--- config.mk ---
export PLATFORM = sky130hd
export DESIGN_NAME = or_gate_pipe
export DESIGN_NICKNAME = d
export VERILOG_FILES = /design/src/rtl/or_gate_pipe.sv
export SDC_FILE = /design/constraint.sdc
export NUM_CORES = 1
export LEC_CHECK = 0
export CELL_PAD_IN_SITES_DETAIL_PLACEMENT = 0
export CELL_PAD_IN_SITES_GLOBAL_PLACEMENT = 1
export CORE_ASPECT_RATIO = 1.5
export CORE_MARGIN = 4
export CORE_UTILIZATION = 39
export DETAILED_ROUTE_END_ITERATION = 10
export GPL_TIMING_DRIVEN = 0
export PLACE_DENSITY = 0.79
export SYNTH_ARGS = -nofsm -noshare
export SYNTH_HDL_FRONTEND = slang
export SYNTH_SLANG_ARGS = --single-unit
--- constraint.sdc ---
create_clock -name clk -period 3.26 [get_ports clk]
set_clock_uncertainty 0.15 [all_clocks]
set_input_delay 0.652 -clock clk [delete_from_list [all_inputs] [get_ports clk]]
set_output_delay 0.652 -clock clk [all_outputs]
set_load 0.02 [all_outputs]
--- src/rtl/or_gate_pipe.sv ---
// or_gate_pipe: pipelined masked NUM_IN-lane OR with sticky accumulator and output FIFO; OR_GATE_PIPE_PARITY_EN adds out_parity
module or_gate_pipe #(
  parameter int WIDTH  = 8,
  parameter int NUM_IN = 4,
  parameter int DEPTH  = 4,
  parameter int CNT_W  = 16
) (
  input  logic                    clk,
  input  logic                    rst_n,
  input  logic                    in_valid,
  output logic                    in_ready,
  input  logic [NUM_IN*WIDTH-1:0] in_data,
  input  logic [NUM_IN-1:0]       in_mask,
  input  logic                    acc_mode,
  input  logic                    acc_clr,
  output logic                    out_valid,
  input  logic                    out_ready,
  output logic [WIDTH-1:0]        out_data,
  output logic                    out_any,
`ifdef OR_GATE_PIPE_PARITY_EN
  output logic                    out_parity,
`endif
  output logic [CNT_W-1:0]        out_count
);
  localparam int AW = $clog2(DEPTH);
  logic [WIDTH-1:0] w_raw, w_prev, w_res;
  logic [WIDTH-1:0] r_acc, r_s1_data;
  logic             r_s1_valid;
  logic [WIDTH-1:0] r_mem [DEPTH];
  logic [AW-1:0]    r_wptr, r_rptr;
  logic [AW:0]      r_cnt;
  logic [CNT_W-1:0] r_count;
  logic             w_full, w_empty, w_accept, w_push, w_pop;

  always_comb begin
    w_raw = '0;
    for (int i = 0; i < NUM_IN; i++) w_raw = w_raw | (in_mask[i] ? in_data[i*WIDTH +: WIDTH] : '0);
  end

  assign w_prev    = acc_clr ? '0 : r_acc;
  assign w_res     = acc_mode ? (w_prev | w_raw) : w_raw;
  // full is the registered occupancy, so a same-cycle pop never makes room for a push
  assign w_full    = r_cnt == (AW+1)'(DEPTH);
  assign w_empty   = r_cnt == '0;
  assign in_ready  = rst_n && (!r_s1_valid || !w_full);
  assign w_accept  = in_valid && in_ready;
  assign w_push    = r_s1_valid && !w_full;
  assign out_valid = !w_empty;
  assign w_pop     = out_valid && out_ready;
  assign out_data  = w_empty ? '0 : r_mem[r_rptr];
  assign out_any   = |out_data;
  assign out_count = r_count;

  always_ff @(posedge clk) begin
    if (!rst_n) begin
      r_s1_valid <= 1'b0;
      r_s1_data  <= '0;
      r_acc      <= '0;
      r_wptr     <= '0;
      r_rptr     <= '0;
      r_cnt      <= '0;
      r_count    <= '0;
    end else begin
      r_s1_valid <= w_accept || (r_s1_valid && !w_push);
      if (w_accept) r_s1_data <= w_res;
      r_acc <= w_accept ? (acc_mode ? w_res : w_prev) : (acc_clr ? '0 : r_acc);
      if (w_push) r_wptr <= r_wptr + 1'b1;
      if (w_pop) r_rptr <= r_rptr + 1'b1;
      r_cnt <= (w_push && !w_pop) ? r_cnt + 1'b1 : (w_pop && !w_push) ? r_cnt - 1'b1 : r_cnt;
      if (w_pop) r_count <= r_count + 1'b1;
    end
  end

  always_ff @(posedge clk) begin
    if (w_push) r_mem[r_wptr] <= r_s1_data;
  end

`ifdef OR_GATE_PIPE_PARITY_EN
  logic r_par [DEPTH];
  always_ff @(posedge clk) begin
    if (w_push) r_par[r_wptr] <= ^r_s1_data;
  end
  assign out_parity = w_empty ? 1'b0 : r_par[r_rptr];
`endif
endmodule

==> results.ini, run 1 <==
[synthesis]
yosys_warnings = 0
ys_types = 39
synth_flop_cell = dfxtp_1
syn_nets = 339
synth_commonest_cells = dfxtp_1 (42), edfxtp_1 (32), nor2_1 (28), nand2_1 (26), a22oi_1 (16)
synth.area.top_cells = edfxtp_1 (30%), dfxtp_1 (26%), mux4_2 (5.6%)
synth_top_area_share = 0.300
mappedNetlistArea_mm2 = 0.00321
synth.most_common_cell = dfxtp_1
synth-seq-cells = 74
synth_edf_count = 32
ys_seq_area_frac = 0.562
syn_inst = 290
avgSynthCellArea_um2 = 11.1
synth_top_area_cell = edfxtp_1
synthArstFlopShare = 0

[timing]
post-route-period-util = 0.961
fmax_mhz = 319
setup_violations = 0
worst_pin_slew_ns = 0.703
maxSlewViolCount = 0
holdWs_ns = 0.311
rsz0062_at_grt = false
period_minus_slack_ns = 3.13
fin_setup_tns_ns = 0
hold_viol_final = 0
relSlewSlack = 0.530

[floorplanning]
pin_count = 69
dieArea_mm2 = 0.00976
rows = 40
core_area_mm2 = 0.00801
fp.dieW_um = 82.0
dieHeight_um = 119
start_util = 0.400

[routing]
drcViolationCount = 0
wire_per_inst_um = 14.6
via_per_inst = 5.09
vias = 2409
drt_pass1_iterations = 4
routed_wl_mm = 6.92
dr.first_iter.drc_count = 102
ant_nets = 0

[critical_path]
end_kind = primary output
reg2reg_from = r_cnt[0]$_SDFFE_PN0P_
cp_max_fo = 10
crit_arrival_ns = 2.33
required_ns = 2.46
startpoint = rst_n
cp-start-kind = input port
critPathKind = input port to primary output

[pwr]
ir_drop_mv = 0.360
leakagePower_nw = 1.46
p_per_area_mw_per_mm2 = 692

[layout]
synthToLayoutAreaGrowth_pct = 32.9
fin_nets = 412
drive_gt1_frac = 0.0761
antenna_cells = 0
fillers = 736

[clock_network]
insertion_delay_ns = 0.33
htree_levels = 3
clk_pin_slew_ns = 0.05
cts.sinks = 74
clock_tree.buffer_depth = 2
cts_root_buffer = clkbuf_16
tritoncts = built
cts_buffers = 9

[global_route]
grtUsageTotal = 0.155
grt_use_met1 = 0.178
grt_pass1_vias = 2414
grt_max_degree = 13
grt_antenna_before_repair = 0
grtUsageMet3 = 0.0393
top_usage_layer = met2
use_met2 = 0.268
overflow = 0
grt_first_pass_wirelength_mm = 11.7

[placed_design]
place.gp.congestion = 0.772
dpl.hpwl_mm = 5.28
portBuffers = 63

[job]
maxCapViolCount = 0

[min_path]
min_from = r_acc[0]$_SDFF_PN0_
hold_path_class = register to register

[status]
status = complete, no violations

==> path summary, 6_finish.rpt <==
check	endpoint	cells after the start	slack [ns]
max	in_ready	5	0.13
max reg2reg	r_cnt[2]$_SDFFE_PN0P_	8	0.79
min	r_acc[0]$_SDFF_PN0_	2	0.31
min reg2reg	r_acc[0]$_SDFF_PN0_	2	0.31
==> worst max-delay path, stage by stage <==
cell	delay [ns]
clkdlybuf4s50_1	0.51
clkinv_1	0.20
buf_2	0.24
nor2_1	0.12
clkdlybuf4s50_1	0.60
==> cells in the final DEF (no fill, tap or decap), types with 4 or more instances in the layout <==
| master | Yosys | final |
|---|---|---|
| o31ai_1 | 4 | 4 |
| nand2_1 | 26 | 26 |
| inv_1 | 6 | 6 |
| dfxtp_1 | 42 | 42 |
| or4_1 | 4 | 4 |
| a21oi_1 | 15 | 15 |
| xor2_1 | 8 | 8 |
| ha_1 | 6 | 6 |
| nand4_1 | 4 | 4 |
| xnor2_1 | 6 | 6 |
| nor2_1 | 28 | 28 |
| a31oi_1 | 8 | 8 |
| mux4_2 | 8 | 8 |
| clkbuf_16 | 0 | 9 |
| nand3_1 | 12 | 12 |
| a211oi_1 | 8 | 8 |
| clkbuf_1 | 15 | 13 |
| edfxtp_1 | 32 | 32 |
| clkdlybuf4s50_1 | 0 | 62 |
| and2_1 | 13 | 13 |
| a22oi_1 | 16 | 16 |
==> layout make-up <==
type	count	area (µm²)	share of cell area
inverter	8	32.5	0.00764
sequential	74	1800	0.423
tap	105	131	0.0308
timing repair buffer	63	629	0.148
multi-input combinational	189	1300	0.305
clock inverter	7	60.1	0.0141
buffer	18	81.3	0.0191
clock buffer	9	225	0.0529
==> stage by stage <==
stage / area, µm² / cells / total power [mW] / setup slack (ns) / util
floorplan: 3210 / 290 / 1.70 / 0.734 / -
detailed placement: 3970 / 458 / 2.05 / 0.00762 / 0.495
global placement: 3970 / 458 / 2.04 / 0.00772 / 0.495
global route: 4260 / 473 / 3.13 / 0.0236 / 0.532
finish: 4260 / 473 / 2.95 / 0.129 / 0.532
CTS: 4260 / 473 / 2.99 / 0.00794 / 0.532
==> report_power, final <==
| group | switching (mW) | internal, mW |
|---|---|---|
| clock network | 0.348 | 0.582 |
| logic | 0.445 | 0.448 |
| registers | 0.0710 | 1.05 |
==> logic make-up after synthesis <==
family | count (synthesis) | share of synthesized area
fa+ha+maj | 7 | 0.0297
simple gates | 101 | 0.153
xor+xnor | 14 | 0.0383
compound gates | 56 | 0.116
mux | 11 | 0.0656
buf+inv | 27 | 0.0355
flops | 74 | 0.562
==> routing by layer <==
layer | vias up | share of wire
met1 | 1131 | 0.39
met2 | 45 | 0.55
met5 | - | 0
met4 | 0 | 0.024
li1 | 1215 | -
met3 | 18 | 0.032
==> state kept, by name, summed over array words and instances, names as in the netlist, named ones only <==
register / count
r_rptr: 2
r_acc: 8
r_s1_data: 8
r_cnt: 3
r_wptr: 2
r_mem: 32
out_count: 16
r_s1_valid: 1
==> repair_timing <==
item | in CTS | in global routing
gates resized for setup | 3 | 3
endpoints found under the setup margin | 1 | 1
setup buffers | 0 | 0
endpoints found under the hold margin | 0 | 0
hold buffers | 0 | 0
Power figures use the tool's default switching activity.
==> run 2: changes to the inputs <==
Settings changed: ABC_CLOCK_PERIOD_IN_PS set to 3260.
==> results of run 2 <==
Final layout, timing and power as in run 1 (identical DEF).
==> run 3: changes to the inputs <==
Settings changed: SKIP_LAST_GASP set to 1.
==> results of run 3 <==
Final layout, timing and power as in run 1 (identical DEF).
